File: config.mk
export PLATFORM = sky130hd
export DESIGN_NAME = wb_burst_master
export DESIGN_NICKNAME = d
export VERILOG_FILES = /design/src/rtl/wb_burst_pkg.sv /design/src/rtl/wb_burst_master_req_hold.sv /design/src/rtl/wb_burst_master.sv
export SDC_FILE = /design/constraint.sdc
export NUM_CORES = 1
export LEC_CHECK = 0
export ABC_AREA = 1
export BUFFER_PORTS_ARGS = -buffer_cell sky130_fd_sc_hd__buf_2
export CAP_MARGIN = 5
export CORE_MARGIN = 2
export CORE_UTILIZATION = 55
export DETAILED_ROUTE_END_ITERATION = 8
export PLACE_DENSITY = 0.83
export SLEW_MARGIN = 20
export SYNTH_ARGS = -nofsm -noshare
export SYNTH_HDL_FRONTEND = slang
export SYNTH_SLANG_ARGS = --single-unit
File: constraint.sdc
create_clock -name clk_i -period 4.6 [get_ports clk_i]
set_input_delay 0 -clock clk_i [delete_from_list [all_inputs] [get_ports clk_i]]
set_output_delay 0 -clock clk_i [all_outputs]
set_load 0.03 [all_outputs]
File: src/rtl/wb_burst_pkg.sv
// Shared types and constants for the Wishbone burst master.
//   state_t     : burst FSM states
//   WORD_STRIDE : byte-address increment between consecutive words
//   WE_ALL      : byte-enable pattern for a full-word write
//   req_t       : one bus request as held in the output register
package wb_burst_pkg;

    typedef enum logic [1:0] {
        IDLE  = 2'd0,
        ISSUE = 2'd1,
        DRAIN = 2'd2,
        DONE  = 2'd3
    } state_t;

    localparam int unsigned WORD_STRIDE = 4;
    localparam logic [3:0]  WE_ALL      = 4'hF;

    localparam int REQ_ADDR_W = 11;
    localparam int REQ_DATA_W = 32;

    typedef struct packed {
        logic [3:0]            we;
        logic [REQ_ADDR_W-1:0] addr;
        logic [REQ_DATA_W-1:0] data;
    } req_t;

endpackage

File: src/rtl/wb_burst_master_req_hold.sv
// Single-entry request holding register driving the Wishbone strobe.
// Ports:
//   clk_i, rst_i : clock, async active-high reset
//   load_i       : capture req_i and raise stb_o (only when empty or accepted)
//   req_i        : request to capture
//   stall_i      : slave stall
//   stb_o        : request strobe
//   accept_o     : request taken by the slave this cycle (stb & !stall)
//   req_o        : held request; bit-stable while stalled
module wb_req_hold
    import wb_burst_pkg::*;
(
    input  logic clk_i,
    input  logic rst_i,
    input  logic load_i,
    input  req_t req_i,
    input  logic stall_i,
    output logic stb_o,
    output logic accept_o,
    output req_t req_o
);

    assign accept_o = stb_o & ~stall_i;

    always_ff @(posedge clk_i or posedge rst_i) begin
        if (rst_i) begin
            stb_o <= 1'b0;
            req_o <= '0;
        end else if (load_i) begin
            stb_o <= 1'b1;
            req_o <= req_i;
        end else if (accept_o) begin
            stb_o <= 1'b0;
        end
    end

endmodule

File: src/rtl/wb_burst_master.sv
// Command-driven Wishbone pipelined burst master for one RAM port.
// Ports:
//   clk_i, rst_i                 : clock, async active-high reset
//   cmd_valid_i/cmd_ready_o      : burst command handshake (ready only in IDLE)
//   cmd_write_i, cmd_addr_i,
//   cmd_len_i                    : direction, start byte address, word count
//   wr_valid_i/wr_ready_o/wr_data_i : write-data stream, one word per request
//   rd_valid_o/rd_data_o         : read-data stream in request order
//   done_o                       : one-cycle pulse at burst completion
//   err_o                        : sticky, ack seen with nothing outstanding
//   wb_cyc_o, wb_stb_o, wb_we_o, wb_addr_o, wb_data_o : Wishbone request
//   wb_stall_i, wb_ack_i, wb_data_i                   : Wishbone response
module wb_burst_master
    import wb_burst_pkg::*;
#(
    parameter int ADDR_W  = REQ_ADDR_W,
    parameter int DATA_W  = REQ_DATA_W,
    parameter int LEN_W   = 9,
    parameter int MAX_OUT = 4
)(
    input  logic              clk_i,
    input  logic              rst_i,
    input  logic              cmd_valid_i,
    output logic              cmd_ready_o,
    input  logic              cmd_write_i,
    input  logic [ADDR_W-1:0] cmd_addr_i,
    input  logic [LEN_W-1:0]  cmd_len_i,
    input  logic              wr_valid_i,
    output logic              wr_ready_o,
    input  logic [DATA_W-1:0] wr_data_i,
    output logic              rd_valid_o,
    output logic [DATA_W-1:0] rd_data_o,
    output logic              done_o,
    output logic              err_o,
    output logic              wb_cyc_o,
    output logic              wb_stb_o,
    output logic [3:0]        wb_we_o,
    output logic [ADDR_W-1:0] wb_addr_o,
    output logic [DATA_W-1:0] wb_data_o,
    input  logic              wb_stall_i,
    input  logic              wb_ack_i,
    input  logic [DATA_W-1:0] wb_data_i
);

    localparam int OUT_W = $clog2(MAX_OUT + 1);

    state_t            state, state_nxt;
    logic [ADDR_W-1:0] addr_q;
    logic [LEN_W-1:0]  len_q;
    logic [LEN_W-1:0]  issued_q;
    logic              write_q;
    logic [OUT_W-1:0]  out_q, out_nxt;
    logic              cmd_acc, ack_cnt, accept, load, room, stb;
    req_t              load_req, hold_req;

    assign cmd_ready_o = (state == IDLE);
    assign cmd_acc     = cmd_valid_i & cmd_ready_o;
    assign wb_cyc_o    = (state == ISSUE) | (state == DRAIN);
    assign done_o      = (state == DONE);

    // An ack only counts against a request actually in flight; anything else
    // is a protocol error (inside a burst) or noise (outside one).
    assign ack_cnt = wb_cyc_o & wb_ack_i & (out_q != '0);

    always_comb begin
        out_nxt = out_q;
        if (accept && !ack_cnt) begin
            out_nxt = out_q + OUT_W'(1);
        end else if (!accept && ack_cnt) begin
            out_nxt = out_q - OUT_W'(1);
        end
    end

    // The loaded request adds one in-flight slot once accepted; acks in the
    // meantime can only lower the count, so checking against out_nxt suffices.
    assign room = (out_nxt < OUT_W'(MAX_OUT));
    assign load = (state == ISSUE) & (~stb | accept) & (issued_q < len_q)
                & room & (~write_q | wr_valid_i);
    assign wr_ready_o = load & write_q;

    always_comb begin
        load_req      = '0;
        load_req.we   = write_q ? WE_ALL : 4'h0;
        load_req.addr = addr_q;
        load_req.data = write_q ? wr_data_i : '0;
    end

    wb_req_hold u_hold (
        .clk_i    (clk_i),
        .rst_i    (rst_i),
        .load_i   (load),
        .req_i    (load_req),
        .stall_i  (wb_stall_i),
        .stb_o    (stb),
        .accept_o (accept),
        .req_o    (hold_req)
    );

    assign wb_stb_o  = stb;
    assign wb_we_o   = hold_req.we;
    assign wb_addr_o = hold_req.addr;
    assign wb_data_o = hold_req.data;

    always_comb begin
        state_nxt = state;
        unique case (state)
            IDLE:    if (cmd_acc) state_nxt = (cmd_len_i == '0) ? DONE : ISSUE;
            // issued_q == len_q means the held request is the final one
            ISSUE:   if (accept && (issued_q == len_q)) state_nxt = DRAIN;
            DRAIN:   if (out_nxt == '0) state_nxt = DONE;
            DONE:    state_nxt = IDLE;
            default: state_nxt = IDLE;
        endcase
    end

    always_ff @(posedge clk_i or posedge rst_i) begin
        if (rst_i) begin
            state    <= IDLE;
            addr_q   <= '0;
            len_q    <= '0;
            issued_q <= '0;
            write_q  <= 1'b0;
            out_q    <= '0;
            err_o    <= 1'b0;
        end else begin
            state <= state_nxt;
            out_q <= out_nxt;
            if (cmd_acc) begin
                addr_q   <= cmd_addr_i & ~ADDR_W'(3);
                len_q    <= cmd_len_i;
                write_q  <= cmd_write_i;
                issued_q <= '0;
                err_o    <= 1'b0;
            end else begin
                if (load) begin
                    addr_q   <= addr_q + ADDR_W'(WORD_STRIDE);
                    issued_q <= issued_q + LEN_W'(1);
                end
                if (wb_cyc_o && wb_ack_i && (out_q == '0)) begin
                    err_o <= 1'b1;
                end
            end
        end
    end

    // read return stage: one cycle after the counted ack
    always_ff @(posedge clk_i or posedge rst_i) begin
        if (rst_i) begin
            rd_valid_o <= 1'b0;
            rd_data_o  <= '0;
        end else begin
            rd_valid_o <= ack_cnt & ~write_q;
            if (ack_cnt && !write_q) begin
                rd_data_o <= wb_data_i;
            end
        end
    end

endmodule
After elaboration in Yosys (flattened, before gate mapping)

Cells that the tools add are included.

$add $sub $neg: 4
Reductions and logical operators: 18
Multiply operators: 0
Divide/modulo/power cells: 0
Equal/unequal tests: 7
Multiplexer cells: 17
Shift operators: 0
Bitwise gates (word level): 16
Order comparisons: 2

Operator list:

| cell                    | number |
|---|---|
| $mux W32                | 1 |
| $mux W11                | 2 |
| $mux W9                 | 2 |
| $add A11 B3 Y11 const B | 1 |
| $and A1 B1 Y1           | 10 |
| $add A9 B1 Y9 const B   | 1 |
| $eq A9 B9 Y1            | 1 |
| $logic_not A9 Y1        | 1 |
| $lt A9 B9 Y1            | 1 |
| $mux W2                 | 4 |
| $pmux W2 S4             | 1 |
| $logic_and A1 B1 Y1     | 6 |
| $logic_not A3 Y1        | 2 |
| $mux W3                 | 2 |
| $ne A2 B1 Y1 const B    | 3 |
| $reduce_bool A2 Y1      | 3 |
| $eq A2 B2 Y1 const B    | 2 |
| $mux W1                 | 4 |
| $mux W4                 | 1 |
| $add A3 B1 Y3 const B   | 1 |
| $logic_not A1 Y1        | 3 |
| $lt A3 B3 Y1 const B    | 1 |
| $not A1 Y1              | 3 |
| $or A1 B1 Y1            | 3 |
| 5 further kinds         | 5 |

Word-level logic and storage cells: 77
Bits in latches: 0
Input port bits: 91
Bits in writable memories: 0
Register bits after elaboration: 117
Memories kept: 0
Bits in read-only memories: 0

Longest topological paths before layout

Gate-level depths: netlist of run 1.

Word-level depth: 12
Mapped depth: 16
Gate-level depth less buffers: 15

Modules after synthesis

Synthesis of run 1 repeated with hierarchy kept, for this count alone.

Cell total of the unflattened synthesis: 664
Area total of the unflattened synthesis: 5,610.4 µm²

Modules (own cells, without submodules):

| module          | area an instance (µm²) | times used | sequential area each (µm²) | cells an instance |
|---|---|---|---|---|
| wb_burst_master | 3,771.1                | 1          | 1,676.6                    | 459 |
| wb_req_hold     | 1,839.3                | 1          | 1,201.2                    | 205 |

Least setup slack after synthesis of run 1

OpenSTA, ideal clock, no wires.

Path type: register -> register
Start point: reg state[0]
End point: reg addr_q[3]
Stages on the path, launching flop included: 16
Setup time: 0.126 ns
Clock period less this slack: 2.090 ns
Path slack: 2.510 ns
Required time: 4.474 ns
Arrival: 1.965 ns
Buffers on the path: 2
Cells stage by stage: dfrtp_1 inv_1 ha_1 nand2_1 inv_1 nand2_4 nor2_2 nand2_1 nand2_1 nand2_2 nand2_4 nand2_4 buf_6 buf_6 nand3_2 nand3_1

Cells in the longest elaborated chain, start to end: 11

RTL lines:

| item                                                    | RTL line                                     | RTL |
|---|---|---|
| start, declared                                         | wb_burst_master.sv:47                        | `state_t state, state_nxt;` |
| start signal, assigned                                  | wb_burst_master.sv:126                       | `state <= state_nxt;` |
| $eq A2 B1 Y1 or $eq A2 B2 Y1 (tied branches)            | wb_burst_master.sv:58                        | `assign wb_cyc_o = (state == ISSUE) \| (state == DRAIN);` |
| $or A1 B1 Y1 (*)                                        | wb_burst_master.sv:58                        |  |
| via wb_cyc_o                                            | wb_burst_master.sv:35                        | `output logic wb_cyc_o,` |
| $and A1 B1 Y1 (*) (2 in a row)                          | wb_burst_master.sv:63                        | `assign ack_cnt = wb_cyc_o & wb_ack_i & (out_q != '0);` |
| $logic_and A1 B1 Y1 or $logic_not A1 Y1 (tied branches) | wb_burst_master.sv:69, wb_burst_master.sv:67 |  |
| $mux W3 or $logic_and A1 B1 Y1 (tied branches)          | wb_burst_master.sv:69, wb_burst_master.sv:67 |  |
| $mux W3 (*)                                             | wb_burst_master.sv:67                        | `if (accept && !ack_cnt) begin` |
| $lt A3 B3 Y1 (*)                                        | wb_burst_master.sv:76                        | `assign room = (out_nxt < OUT_W'(MAX_OUT));` |
| $and A1 B1 Y1 (*) (2 in a row)                          | wb_burst_master.sv:78                        | `& room & (~write_q \| wr_valid_i);` |
| $reduce_bool A2 Y1 (no line) (*)                        | n/a                                          |  |
| end signal, assigned                                    | wb_burst_master.sv:129                       | `addr_q <= cmd_addr_i & ~ADDR_W'(3);` |
| end signal, assigned                                    | wb_burst_master.sv:136                       | `addr_q <= addr_q + ADDR_W'(WORD_STRIDE);` |
| end, declared                                           | wb_burst_master.sv:48                        | `logic [ADDR_W-1:0] addr_q;` |

The timed path passes the listed nets; every way through them passes the cells marked *.
A chain may end at the register's enable or synchronous reset.

Worst setup path in the final report of run 1

Start point: reg state[0]
End point: reg issued_q[0]

Cells in the longest elaborated chain, start to end: 11

RTL lines:

| item                                                    | RTL line                                     | RTL |
|---|---|---|
| $eq A2 B1 Y1 or $eq A2 B2 Y1 (tied branches)            | wb_burst_master.sv:58, wb_burst_master.sv:77 |  |
| $or A1 B1 Y1                                            | wb_burst_master.sv:58                        |  |
| $and A1 B1 Y1 (2 in a row)                              | wb_burst_master.sv:63                        |  |
| $logic_and A1 B1 Y1 or $logic_not A1 Y1 (tied branches) | wb_burst_master.sv:69, wb_burst_master.sv:67 |  |
| $mux W3 or $logic_and A1 B1 Y1 (tied branches)          | wb_burst_master.sv:69, wb_burst_master.sv:67 |  |
| $mux W3                                                 | wb_burst_master.sv:67                        |  |
| $lt A3 B3 Y1                                            | wb_burst_master.sv:76                        |  |
| $and A1 B1 Y1 (2 in a row)                              | wb_burst_master.sv:78                        |  |
| $reduce_bool A2 Y1 (no line)                            | n/a                                          |  |
| end signal, assigned                                    | wb_burst_master.sv:137                       | `issued_q <= issued_q + LEN_W'(1);` |
| end, declared                                           | wb_burst_master.sv:50                        | `logic [LEN_W-1:0] issued_q;` |

Several ways; a longest one is shown, not always the timed one.

==> out/metrics.json, run 1 <==
{
  "logic_synthesis": {
    "netlist.top_cell.by_area": "sky130_fd_sc_hd__dfrtp_1",
    "postSynthAreaPerCell_um2": 9.49,
    "synth_most_common_cell": "sky130_fd_sc_hd__nand2_1",
    "synth_top_cells_by_count": "202 x sky130_fd_sc_hd__nand2_1, 110 x sky130_fd_sc_hd__dfrtp_1, 39 x sky130_fd_sc_hd__inv_1",
    "yosysWarningCount": 0,
    "synth.top_cell.area_share_pct": 52.4,
    "synth.distinct_cells": 32,
    "mappedNetlistArea_um2": 5260,
    "ys_async_sr_fraction_pct": 100,
    "synth_area_leaders": "sky130_fd_sc_hd__dfrtp_1 52%, sky130_fd_sc_hd__nand2_1 14%, sky130_fd_sc_hd__mux2_2 6.9%",
    "seq_cells_post_synth": 110,
    "synth_sequential_area_ratio_pct": 52.4,
    "postSynth.topFlopCell": "sky130_fd_sc_hd__dfrtp_1",
    "syn-instance-count": 554,
    "count_of_flip_flops_with_a_built_in_enable_after_synthesis": 0
  },
  "floorplan": {
    "boundaryPins": 177,
    "core_um2": 9240,
    "floorplan.rows": 35,
    "die-area_um2": 10400,
    "effective_utilization_at_floorplan_pct": 56.9,
    "chipHeight_um": 102,
    "dieWidth_um": 102
  },
  "critical_path": {
    "worst_path_class_setup": "reg -> reg",
    "cp.buffers_inverters": 2,
    "register_to_register_setup_slack_ns": 1.71,
    "max_stage_delay_ns": 0.61,
    "cp-end-kind": "flip-flop",
    "critical_path.top_delay_family": "simple AND/OR/NAND/NOR gates",
    "worstPathRequired_ns": 4.88,
    "largest_fanout_on_the_critical_path": 65,
    "cp_slowest_cell": "sky130_fd_sc_hd__nand2_4",
    "start_kind": "flip-flop",
    "path_cells": "inv_1 > ha_1 > nand2_1 > inv_1 > nand3_4 > nand2_1 > nand2_1 > nand2_2 > nand2_4 > nand2_4 > nand2_2 > o21ai_0",
    "crit_path_top_cell_by_count": "sky130_fd_sc_hd__nand2_1",
    "cp_data_arrival_time_ns": 3.17
  },
  "global_routing": {
    "first_pass_grt_wire_length_um": 24500,
    "number_of_antenna_violations_at_the_first_check_in_global_routing": 0,
    "grt_max_degree": 66,
    "globalRouteOverflowTotal": 0,
    "grt_use_total_pct": 30.9,
    "grt_pass1_vias": 4936
  },
  "route": {
    "route.antenna.remaining_nets": 0,
    "dr.pass1.iters": 4,
    "detail_route.vias_per_cell": 5.25,
    "drcViolationCount": 0,
    "finalWirelength_um": 15700,
    "routedWlPerCell_um": 16.8,
    "first_iter_violations": 177,
    "via_count": 4903
  },
  "sta": {
    "final.min_clock_period_ns": 2.89,
    "final_count_of_hold_timing_violations": 0,
    "worst-slew-pin-transition_ns": 0.906,
    "timing.final.max_slew_violations": 0,
    "grt_setup_unrepaired": "false",
    "clock-skew-final_ns": 0.0241,
    "post-route-worst-setup-slack_ns": 1.71,
    "totalNegativeSetupSlack_ns": 0,
    "maximum_clock_frequency_ghz": 0.347,
    "layout_worst_path_cycle_share_pct": 62.7,
    "max-slew-margin-rel_pct": 39.5,
    "timing.final.setup_violations": 0
  },
  "place": {
    "placement.cell_area_um2": 6110,
    "globalplace.congestion": 0.755,
    "dp_hpwl_um": 8760,
    "port-buffer-count": 172,
    "dp_worst_setup_slack_ns": 1.78
  },
  "finish": {
    "area.growth.synth_to_final_pct": 35.9,
    "antenna-diode-count": 0,
    "number_of_nets_in_the_finished_design": 909,
    "drive_gt1_share_pct": 31.8,
    "fillCellCount": 594,
    "design_area_um2": 7140
  },
  "clock_tree": {
    "cts_made_buffers": 9,
    "post_cts_resized": 0,
    "cts_htree_levels": 3,
    "worstSkewPairLatency_ns": 0.38,
    "cts.sinks": 110,
    "clock_path_buffers": 2,
    "clock_tree.root_cell": "sky130_fd_sc_hd__clkbuf_8",
    "tritoncts": "done",
    "postCtsSetupRepairBufs": 0,
    "worst_setup_hold_path_clk_slew_ns": 0.11
  },
  "power_and_ir_drop": {
    "design_power_total_mw": 4.40,
    "netSwitchingFraction_pct": 48.1,
    "power.leakage_nw": 3.86,
    "clock_power_share_pct": 12.7,
    "internal-power_mw": 2.28,
    "comb_power_share_pct": 51.0,
    "net-switching-power_mw": 2.11,
    "power-per-cell-area_nw_per_um2": 616,
    "worst_ir_drop_vdd_uv": 312,
    "share_seq_of_total_power_pct": 36.3
  },
  "run_status": {
    "run_status": "completed"
  },
  "min_path": {
    "worst_hold_path_type": "in -> reg"
  },
  "job": {
    "cap_viol_max_count": 0
  }
}
-- worst reg2reg max path: stages (launching register included) --
cell	delay, ns
sky130_fd_sc_hd__dfrtp_1	0.43
sky130_fd_sc_hd__inv_1	0.10
sky130_fd_sc_hd__ha_1	0.34
sky130_fd_sc_hd__nand2_1	0.07
sky130_fd_sc_hd__inv_1	0.16
sky130_fd_sc_hd__nand3_4	0.11
sky130_fd_sc_hd__nand2_1	0.08
sky130_fd_sc_hd__nand2_1	0.06
sky130_fd_sc_hd__nand2_2	0.07
sky130_fd_sc_hd__nand2_4	0.11
sky130_fd_sc_hd__nand2_4	0.62
sky130_fd_sc_hd__nand2_2	0.40
sky130_fd_sc_hd__o21ai_0	0.26
-- placed cells by master, fill, tap and decap left out --
master,n
sky130_fd_sc_hd__nand4_1,7
sky130_fd_sc_hd__o21ai_0,21
sky130_fd_sc_hd__inv_1,38
sky130_fd_sc_hd__clkbuf_1,1
sky130_fd_sc_hd__mux2_2,32
sky130_fd_sc_hd__nand3_1,21
sky130_fd_sc_hd__xnor2_1,5
sky130_fd_sc_hd__buf_2,172
sky130_fd_sc_hd__clkinvlp_4,1
sky130_fd_sc_hd__nand2_1,202
sky130_fd_sc_hd__conb_1,2
sky130_fd_sc_hd__nor2_4,1
sky130_fd_sc_hd__nand2_4,4
sky130_fd_sc_hd__nor2_2,2
sky130_fd_sc_hd__nand2_2,2
sky130_fd_sc_hd__nand3_2,16
sky130_fd_sc_hd__buf_4,3
sky130_fd_sc_hd__nand3_4,1
sky130_fd_sc_hd__o21ai_2,4
sky130_fd_sc_hd__or2_2,1
sky130_fd_sc_hd__a21oi_1,5
sky130_fd_sc_hd__dfrtp_1,110
sky130_fd_sc_hd__xor2_1,5
sky130_fd_sc_hd__a31oi_1,3
sky130_fd_sc_hd__ha_1,18
sky130_fd_sc_hd__nor2_1,16
sky130_fd_sc_hd__dlygate4sd3_1,85
sky130_fd_sc_hd__inv_6,3
sky130_fd_sc_hd__inv_2,2
sky130_fd_sc_hd__a21o_1,1
sky130_fd_sc_hd__nor3_1,6
sky130_fd_sc_hd__inv_4,1
sky130_fd_sc_hd__clkbuf_8,9
sky130_fd_sc_hd__o21ai_1,1
sky130_fd_sc_hd__nor3b_1,2
sky130_fd_sc_hd__clkinv_8,1
sky130_fd_sc_hd__clkinv_2,1
-- registers in the layout (all words and copies together) (netlist names) --
signal        count
len_q             9
state             2
rd_valid_o        1
addr_q            9
out_q             3
rd_data_o        32
u_hold.stb_o      1
write_q           1
u_hold.req_o     42
err_o             1
issued_q          9
-- logic make-up (layout without fill, tap and decap cells) --
kind of cell | count (synthesis) | in the layout | synth area share [%]
fa+ha+maj | 18 | 18 | 4.28
xor+xnor | 10 | 10 | 1.67
compound gates | 35 | 35 | 3.74
simple gates | 281 | 281 | 24.3
buf+inv | 67 | 317 | 6.71
mux | 32 | 32 | 6.86
other cells | 1 | 2 | 0.0713
flops | 110 | 110 | 52.4
-- timing repair --
action                                 4_1_cts  5_1_grt
hold buffers                                85        0
setup endpoints to repair                    0        0
endpoints found under the hold margin      144        0
-- routing by layer --
layer	vias to the layer above	global-route usage (%)	routed length, um
met5	-	0	0
met4	0	18.9	966
met3	90	6.63	1060
met2	241	52.7	7900
met1	2318	35.4	5800
li1	2254	-	-
-- through the flow --
step	utilization [%]	hold slack, ns	cells
3_3_place_gp	66.1	0.166	833
6_report	77.3	0.0821	934
3_5_place_dp	66.1	0.172	833
4_1_cts	77.3	0.0700	934
5_1_grt	77.3	0.136	934
2_1_floorplan	-	0.110	555
-- final cells by class --
cell class                      instances  area, um^2  share of cell area [%]
Clock buffer                           10         128                    1.79
Clock inverter                          6        55.1                   0.771
Inverter                               41         156                    2.19
Multi-Input combinational cell        378        2150                    30.2
Sequential cell                       110        2750                    38.5
Tap cell                              129         161                    2.26
Timing Repair Buffer                  260        1730                    24.3
-- power groups by stage --
stage / clock (mW) / combinational (mW) / sequential, mW
final: 0.557 / 2.24 / 1.60
after global routing: 0.603 / 2.44 / 1.64
after CTS: 0.560 / 2.19 / 1.56
after detailed placement: 0 / 2.12 / 1.58
after global placement: 0 / 2.05 / 1.56
after floorplan: 0 / 1.10 / 2.08
-- worst paths after layout --
path	from	to	cells after the start
setup / recovery	state[0]$_DFFE_PP0P_	issued_q[0]$_DFFE_PP0P_	12
hold reg to reg	u_hold.req_o[41]$_DFFE_PP0P_	u_hold.req_o[41]$_DFFE_PP0P_	2
setup reg to reg	state[0]$_DFFE_PP0P_	issued_q[0]$_DFFE_PP0P_	12
hold / removal	cmd_valid_i	state[0]$_DFFE_PP0P_	5
min in group asynchronous	rst_i	u_hold.req_o[6]$_DFFE_PP0P_	3
max in group asynchronous	rst_i	rd_data_o[10]$_DFFE_PP0P_	4
(Power assumes the default switching activity.)
==> run 2: changes to the inputs <==
--- a/config.mk
+++ b/config.mk
@@ -9,9 +9,9 @@
 export BUFFER_PORTS_ARGS = -buffer_cell sky130_fd_sc_hd__buf_2
 export CAP_MARGIN = 5
 export CORE_MARGIN = 2
-export CORE_UTILIZATION = 55
+export CORE_UTILIZATION = 51
 export DETAILED_ROUTE_END_ITERATION = 8
-export PLACE_DENSITY = 0.83
+export PLACE_DENSITY = 0.78
 export SLEW_MARGIN = 20
 export SYNTH_ARGS = -nofsm -noshare
 export SYNTH_HDL_FRONTEND = slang
==> constraint.sdc (replaced) <==
create_clock -name clk_i -period 2.9 [get_ports clk_i]
set_input_delay 0 -clock clk_i [delete_from_list [all_inputs] [get_ports clk_i]]
set_output_delay 0 -clock clk_i [all_outputs]
set_load 0.03 [all_outputs]
==> out/metrics.json, run 2 (synthesis gave the netlist of run 1 again) <==
{
  "critical_path": {
    "cp_data_arrival_time_ns": 2.68,
    "path_cells": "inv_1 > ha_1 > nand2_1 > inv_1 > nand2_4 > nand2_1 > nand2_2 > nand2_4 > nand3_2 > inv_4 > buf_2",
    "start_kind": "flip-flop",
    "critical_path.reg2reg.endpoint": "issued_q[0]$_DFFE_PP0P_",
    "largest_fanout_on_the_critical_path": 33,
    "critical_path_cell_count": 11,
    "register_to_register_setup_slack_ns": 0.48,
    "cp-end-kind": "primary output",
    "max_stage_delay_ns": 0.44,
    "r2r_cell_count": 12,
    "critical_path.reg2reg.startpoint": "state[0]$_DFFE_PP0P_",
    "worst_setup_path_startpoint": "state[0]$_DFFE_PP0P_",
    "worst_path_class_setup": "reg -> out",
    "critical_path.top_delay_family": "buffers and inverters",
    "cp_slowest_cell": "sky130_fd_sc_hd__dfrtp_1",
    "worstPathRequired_ns": 2.90,
    "setup.worst_path.end": "wr_ready_o",
    "cp.buffers_inverters": 4
  },
  "sta": {
    "clock-skew-final_ns": 0.0203,
    "max-slew-margin-rel_pct": 59.3,
    "grt_setup_unrepaired": "false",
    "post-route-worst-setup-slack_ns": 0.217,
    "maximum_clock_frequency_ghz": 0.373,
    "final.min_clock_period_ns": 2.68,
    "timing.final.max_slew_violations": 0,
    "worst-slew-pin-transition_ns": 0.610,
    "layout_worst_path_cycle_share_pct": 92.5,
    "totalNegativeSetupSlack_ns": 0,
    "final_count_of_hold_timing_violations": 0,
    "timing.final.setup_violations": 0
  },
  "floorplan": {
    "dieWidth_um": 106,
    "die-area_um2": 11100,
    "boundaryPins": 177,
    "chipHeight_um": 106,
    "floorplan.rows": 37,
    "effective_utilization_at_floorplan_pct": 51.6,
    "core_um2": 10200
  },
  "global_routing": {
    "globalRouteOverflowTotal": 0,
    "number_of_antenna_violations_at_the_first_check_in_global_routing": 0,
    "grt_max_degree": 64,
    "first_pass_grt_wire_length_um": 23500,
    "grt_pass1_vias": 4815,
    "grt_use_total_pct": 26.7
  },
  "route": {
    "drcViolationCount": 0,
    "first_iter_violations": 329,
    "detail_route.vias_per_cell": 5.00,
    "wirelength_met1_um": 5740,
    "wl_met2_um": 7560,
    "highest-signal-layer": "met4",
    "routedWlPerCell_um": 15.5,
    "detailroute.wirelength.met3_um": 806,
    "via_count": 4722,
    "finalWirelength_um": 14700,
    "route.antenna.remaining_nets": 0,
    "dr.pass1.iters": 4
  },
  "clock_tree": {
    "postCtsSetupRepairBufs": 0,
    "worstSkewPairLatency_ns": 0.38,
    "clock_tree.root_cell": "sky130_fd_sc_hd__clkbuf_8",
    "cts.sinks": 110,
    "clock_path_buffers": 2,
    "cts_made_buffers": 9,
    "cts_htree_levels": 3,
    "worst_setup_hold_path_clk_slew_ns": 0.10,
    "tritoncts": "done"
  },
  "finish": {
    "area.growth.synth_to_final_pct": 37.7,
    "antenna-diode-count": 0,
    "number_of_nets_in_the_finished_design": 912,
    "max_reg_flops": 42,
    "top_register": "u_hold.req_o",
    "drive_gt1_share_pct": 32.2,
    "commonest_cells_after_routing_fill_and_taps_aside": "202 x sky130_fd_sc_hd__nand2_1, 172 x sky130_fd_sc_hd__buf_2, 110 x sky130_fd_sc_hd__dfrtp_1",
    "fillCellCount": 720,
    "layout.cells.most_common": "sky130_fd_sc_hd__nand2_1",
    "largest_registers": "u_hold.req_o (42), rd_data_o (32)"
  },
  "power_and_ir_drop": {
    "netSwitchingFraction_pct": 46.9,
    "comb_power_share_pct": 50.4,
    "power-per-cell-area_nw_per_um2": 971,
    "power.leakage_nw": 3.90,
    "net-switching-power_mw": 3.29,
    "design_power_total_mw": 7.02,
    "share_seq_of_total_power_pct": 35.9,
    "clock_power_share_pct": 13.7,
    "internal-power_mw": 3.73,
    "worst_ir_drop_vdd_uv": 560
  },
  "place": {
    "dp_hpwl_um": 8810,
    "globalplace.congestion": 0.802,
    "port-buffer-count": 172,
    "dp_worst_setup_slack_ns": 0.493
  },
  "min_path": {
    "worst_hold_path_type": "in -> reg"
  },
  "run_status": {
    "run_status": "completed"
  },
  "job": {
    "cap_viol_max_count": 0
  }
}
==> run 2: what timing repair did <==
item / CTS / global route
resized for setup: 0 / 2
hold endpoints to repair: 131 / 0
endpoints found under the setup margin: 0 / 1
hold buffers: 85 / 0
==> run 2: power by group through the flow <==
stage	clock network, mW	logic, mW	registers (mW)
floorplan	0	1.74	3.31
global placement	0	3.29	2.48
detailed placement	0	3.39	2.52
CTS	0.970	3.50	2.49
global route	1.04	3.83	2.58
finish	0.960	3.54	2.52
==> run 2: tightest hold or removal path: stages <==
cell and delay, ns:
sky130_fd_sc_hd__buf_2 0.12, sky130_fd_sc_hd__nor2_1 0.12, sky130_fd_sc_hd__a21oi_1 0.08, sky130_fd_sc_hd__nand3_1 0.09
sky130_fd_sc_hd__nand2_1 0.06
==> run 2: area by class of cell <==
cell class	count	area [um^2]	share of cell area [%]
Sequential cell	110	2750	38.0
Multi-Input combinational cell	378	2150	29.8
Clock buffer	9	124	1.71
Timing Repair Buffer	263	1790	24.8
Tap cell	136	170	2.35
Inverter	41	160	2.21
Clock inverter	7	80.1	1.11
==> run 2: through the flow <==
| step | cells | instance area (um^2) | hold slack [ns] | util, % |
|---|---|---|---|---|
| 4_1_cts | 943 | 7210 | 0.0728 | 70.8 |
| 3_3_place_gp | 842 | 6160 | 0.196 | 60.5 |
| 3_5_place_dp | 842 | 6160 | 0.199 | 60.5 |
| 5_1_grt | 944 | 7240 | 0.129 | 71.0 |
| 2_1_floorplan | 555 | 5260 | 0.110 | - |
| 6_report | 944 | 7240 | 0.119 | 71.0 |
==> run 2: worst min-delay path by stage <==
stage | startpoint | endpoint | cells past startpoint
floorplan | cmd_len_i[0] | len_q[0]$_DFFE_PP0P_ | 2
global placement | wr_data_i[12] | u_hold.req_o[12]$_DFFE_PP0P_ | 3
detailed placement | wr_data_i[13] | u_hold.req_o[13]$_DFFE_PP0P_ | 3
CTS | cmd_valid_i | state[1]$_DFFE_PP0P_ | 5
global route | cmd_valid_i | state[1]$_DFFE_PP0P_ | 5
finish | cmd_valid_i | state[1]$_DFFE_PP0P_ | 5
==> run 2: metal layers <==
metal  global-route usage [%]  vias up
met5                        0        -
met4                     13.1        0
met3                     4.64       47
met2                     47.8      178
met1                     30.7     2243
li1                         -     2254
